[config.mk]
export PLATFORM = sky130hd
export DESIGN_NAME = dmem_arbiter
export DESIGN_NICKNAME = d
export VERILOG_FILES = /design/src/rtl/dmem_arbiter.sv
export SDC_FILE = /design/constraint.sdc
export NUM_CORES = 1
export LEC_CHECK = 0
export CAP_MARGIN = 5
export CORE_AREA = 2 2 170 172
export CTS_CLUSTER_SIZE = 20
export DETAILED_ROUTE_END_ITERATION = 16
export DIE_AREA = 0 0 172 174
export GPL_TIMING_DRIVEN = 0
export PLACE_DENSITY = 0.67
export RECOVER_POWER = 25
export SLEW_MARGIN = 20
export SYNTH_ARGS = -nofsm -noshare
export SYNTH_HDL_FRONTEND = slang
export SYNTH_SLANG_ARGS = --single-unit
[constraint.sdc]
create_clock -name clk -period 5.65 [get_ports clk]
set_input_delay 0.8475 -clock clk [delete_from_list [all_inputs] [get_ports clk]]
set_output_delay 0.8475 -clock clk [all_outputs]
set_load 0.02 [all_outputs]
[src/rtl/dmem_arbiter.sv]
// Two-requester arbiter for the single-port data memory (incl. switch/LED window).
// Each access runs IDLE -> ISSUE -> [WAIT x RD_LAT] -> RESP with fully registered outputs.
module dmem_arbiter #(
    parameter int ADDR_W = 13,
    parameter int DATA_W = 64,
    parameter int RD_LAT = 1    // legal 1..7
) (
    input  logic              clk,
    input  logic              rst_n,
    input  logic              m0_req,
    input  logic              m0_we,
    input  logic [ADDR_W-1:0] m0_addr,
    input  logic [DATA_W-1:0] m0_wdata,
    output logic              m0_ack,
    output logic [DATA_W-1:0] m0_rdata,
    input  logic              m1_req,
    input  logic              m1_we,
    input  logic [ADDR_W-1:0] m1_addr,
    input  logic [DATA_W-1:0] m1_wdata,
    output logic              m1_ack,
    output logic [DATA_W-1:0] m1_rdata,
    output logic [ADDR_W-1:0] mem_addr,
    output logic              mem_wr,
    output logic              mem_rd,
    output logic [DATA_W-1:0] mem_wdata,
    input  logic [DATA_W-1:0] mem_rdata,
    output logic [1:0]        grant,
    output logic              busy
);

    localparam int CNT_W = 3;

    typedef enum logic [1:0] {
        IDLE  = 2'd0,
        ISSUE = 2'd1,
        WAIT  = 2'd2,
        RESP  = 2'd3
    } state_t;

    state_t            state, state_nxt;
    logic [1:0]        win;
    logic              win_we;
    logic [ADDR_W-1:0] win_addr;
    logic [DATA_W-1:0] win_wdata;
    logic              last_m1;   // 1 when m1 was served last
    logic [CNT_W-1:0]  cnt;

    // Round-robin pick: on a tie the requester not served last wins.
    // NOTE: every always_comb output gets a default first so no latch is inferred.
    always_comb begin
        win = 2'b00;
        if (m0_req && m1_req)
            win = last_m1 ? 2'b01 : 2'b10;
        else if (m0_req)
            win = 2'b01;
        else if (m1_req)
            win = 2'b10;
        win_we    = win[1] ? m1_we    : m0_we;
        win_addr  = win[1] ? m1_addr  : m0_addr;
        win_wdata = win[1] ? m1_wdata : m0_wdata;
    end

    always_comb begin
        state_nxt = state;
        unique case (state)
            IDLE:    if (win != 2'b00) state_nxt = ISSUE;
            ISSUE:   state_nxt = mem_wr ? RESP : WAIT;
            WAIT:    if (cnt == CNT_W'(1)) state_nxt = RESP;
            RESP:    state_nxt = IDLE;
            default: state_nxt = IDLE;
        endcase
    end

    // NOTE: sequential state uses non-blocking assignments only, so every
    // register samples pre-edge values regardless of statement order.
    always_ff @(posedge clk or negedge rst_n) begin
        if (!rst_n)
            state <= IDLE;
        else
            state <= state_nxt;
    end

    // NOTE: every output register, including the rdata holding registers, is
    // reset so an aborted transaction leaves nothing visible behind.
    always_ff @(posedge clk or negedge rst_n) begin
        if (!rst_n) begin
            mem_addr  <= '0;
            mem_wdata <= '0;
            mem_wr    <= 1'b0;
            mem_rd    <= 1'b0;
            grant     <= 2'b00;
            busy      <= 1'b0;
            m0_ack    <= 1'b0;
            m1_ack    <= 1'b0;
            m0_rdata  <= '0;
            m1_rdata  <= '0;
            last_m1   <= 1'b1;
            cnt       <= '0;
        end else begin
            m0_ack <= 1'b0;
            m1_ack <= 1'b0;
            unique case (state)
                IDLE: begin
                    if (win != 2'b00) begin
                        grant     <= win;
                        busy      <= 1'b1;
                        mem_addr  <= win_addr;
                        mem_wdata <= win_wdata;
                        mem_wr    <= win_we;
                        mem_rd    <= ~win_we;
                        cnt       <= CNT_W'(RD_LAT);
                    end
                end
                ISSUE: begin
                    // A write completes straight away; a read keeps its strobe into WAIT.
                    mem_wr <= 1'b0;
                    if (mem_wr) begin
                        m0_ack <= grant[0];
                        m1_ack <= grant[1];
                    end
                end
                WAIT: begin
                    cnt <= cnt - 1'b1;
                    if (cnt == CNT_W'(1)) begin
                        mem_rd <= 1'b0;
                        m0_ack <= grant[0];
                        m1_ack <= grant[1];
                        if (grant[0])
                            m0_rdata <= mem_rdata;
                        else
                            m1_rdata <= mem_rdata;
                    end
                end
                RESP: begin
                    grant   <= 2'b00;
                    busy    <= 1'b0;
                    last_m1 <= grant[1];
                end
                default: begin
                    grant  <= 2'b00;
                    busy   <= 1'b0;
                    mem_wr <= 1'b0;
                    mem_rd <= 1'b0;
                end
            endcase
        end
    end

endmodule

==> results.md <==
- Core Footprint: 28200 um2
- Status: finished with violations
- Post-CTS sizing: 0
- IO Pins: 436
- Failing checks: capacitance limit, slew limit
- Initial antenna violation count: 0
- Synth Flop Type: dfrtp_1
- Die Area: 29900 um2
- Starting Density: 33.0%
- Port bufs: 434
- Post-Syn Area per Cell: 12.1 um2
- Period utilisation layout: 49.4%
- Final slew viol count: 45
- M1 WL: 11.4 mm
- RSZ-0062 raised after global routing: false
- Most frequent cells in the layout: 433 x clkdlybuf4s50_1, 217 x dfrtp_1, 158 x nand2_1
- Die Span X: 172 um
- Crit path buffers/inverters: 1
- Final min period: 2.79 ns
- Area contributors post-synth: dfrtp_1 58%, mux2_4 9.7%, mux2_2 8.5%, nand2_1 6.4%, a31oi_1 5.2%
- Final worst setup slack: 2.86 ns
- Worst EP arrival: 2.81 ns
- CP Capture Type: asynchronous set/reset pin
- Worst Max-Slew Pin Slew: 2.78 ns
- Syn_nets: 1000
- CP peak stage delay: 1.93 ns
- Inserted Diodes: 0
- Max IR drop VDD: 0.216 mV
- Critical path class: input port to asynchronous set/reset pin
- Via-per-instance ratio: 4.62
- Clk slew on worst S/H paths: 0.06 ns
- Family with the most delay on the worst path: buffers and inverters
- Die extent in y: 174 um
- Vias post-DR: 7545
- Routed Antenna Nets: 0
- Cell Area, Placed: 14200 um2
- Clock tree buffer depth: 3
- Tot Pwr: 9.06 mW
- Setup Fix Bufs, Post-CTS: 0
- Post-Syn Area: 9310 um2
- Async S/R FF share, synth: 100%
- Layout cells sized above 1: 17.2%
- Worst slew margin: -85.2%
- Final core utilization: 53.3%
- Clk_skew: 0.0105 ns
- Reg2reg path depth: 7
- CTS Hold Bufs: 0
- Routed met3 length: 3.06 mm
- Num CTS Buffers: 25
- Latest clock arrival within the worst-skew pair: 0.51 ns
- Hold Crit Class: register to register
- Yosys top cell area share: 58.3%
- Final instance area: 15000 um2
- First-pass GRT wire length: 45.8 mm
- Syn. warnings: 0
- Vias in the first global route: 7862
- Initial DRC count: 302
- Area growth, synth to finish: 61.6%
- Setup crit start kind: input port
- DRC: 0
- GR Overflow Total: 0
- Critical-path top delay cell: clkbuf_1
- Final-report hold violation count: 0
- Root buf cell: clkbuf_16
- CTS H-Tree Depth: 1
- Number of synthesized register bits: 218
- GRT Overall Usage: 20.0%
- Gate Count Post-Synth: 769
- Drt pass-1 iters: 4
- Drt total wl: 30.7 mm
- Number of synthesized flops with an enable pin: 0
- Pwr per Cell Area: 602 nW/um2
- RePlAce Congestion: 0.816
- Post-synth top area cell: dfrtp_1
- WHS: 0.502 ns
- Avg WL per Cell: 18.8 um
- DP Wirelength: 23.7 mm
- CP Cell Sequence: clkbuf_1
- Largest net degree at the start of global routing: 99
- Most common cell after layout, fill and taps aside: clkdlybuf4s50_1
- LEAKAGE: 6.35 nW
- Layout Nets: 1463
- CP Max Fanout: 46
- Setup Viol. Count Final: 0
- Met2 wire length: 15.1 mm
- WP data required: 5.67 ns
- WP depth: 1
- Library cells used by synthesis: 43
- Clk sinks: 218
- Worst Setup Slack post-DPL: 2.68 ns
- Maxcap violations: 1
- Cell Rows: 62
- Sequential fraction of the synthesis area: 58.6%
- CTS tree: built
- FMAX: 0.358 GHz
- Hold path depth: 1
- Uppermost layer routed: met4
==> power by group <==
part | switching (mW) | internal [mW]
clock | 0.651 | 1.02
combinational | 2.24 | 2.36
sequential | 0.433 | 2.36
==> synth_stat cells, types with 2 or more instances <==
cell type  instances
inv_1              8
a31oi_1           77
mux2_2            70
nor2_1            82
o21ai_0            8
mux2_4            60
buf_6              7
buf_1              6
buf_4              2
buf_2             13
nor2b_1            4
dfrtp_1          217
and2b_2            2
ha_1               7
nand2_1          158
clkbuf_1          15
buf_12             7
==> path summary, 6_finish.rpt <==
check	from	end	slack (ns)
max reg2reg	state[0]	mem_wdata[44]	3.37
max	rst_n	m0_rdata[60]	2.86
max in group clk	mem_wdata[40]	mem_wdata[40]	3.20
min in group asynchronous	rst_n	mem_wdata[9]	1.22
min reg2reg	m0_rdata[35]	m0_rdata[35]	0.50
min	m0_rdata[35]	m0_rdata[35]	0.50
==> kinds of logic after synthesis <==
group | count (synthesis) | synth area share [%]
mux | 131 | 18.2
compound gates | 97 | 6.73
buf+inv | 58 | 4.38
fa+ha+maj | 7 | 0.940
simple gates | 258 | 11.1
flops | 218 | 58.6
==> state kept, by name (all words and copies together) (netlist names) <==
name / cells
mem_addr: 13
m0_ack: 1
mem_wdata: 64
m1_ack: 1
m0_rdata: 64
state: 2
mem_wr: 1
mem_rd: 1
m1_rdata: 64
last_m1: 1
cnt: 3
busy: 1
grant: 2
==> cell type report <==
type,instances,area (um2)
inverter,8,30.0
multi-input combinational,493,3450
sequential,218,5460
clock buffer,35,753
clock inverter,10,108
timing repair buffer,436,4390
tap,384,480
buffer,50,378
fill,2527,13200
==> routing by layer <==
layer | up-vias | global-route usage (%)
met2 | 335 | 35.3
met3 | 58 | 6.67
met5 | - | 0
li1 | 3555 | -
met4 | 0 | 7.81
met1 | 3597 | 22.1
==> through the flow <==
step,TNS (ns),cells
final,0,1634
after global routing,0,1634
after CTS,0,1634
after detailed placement,0,1589
after global placement,-1234.24,1587
after floorplan,0,769
(Power assumes the default switching activity.)
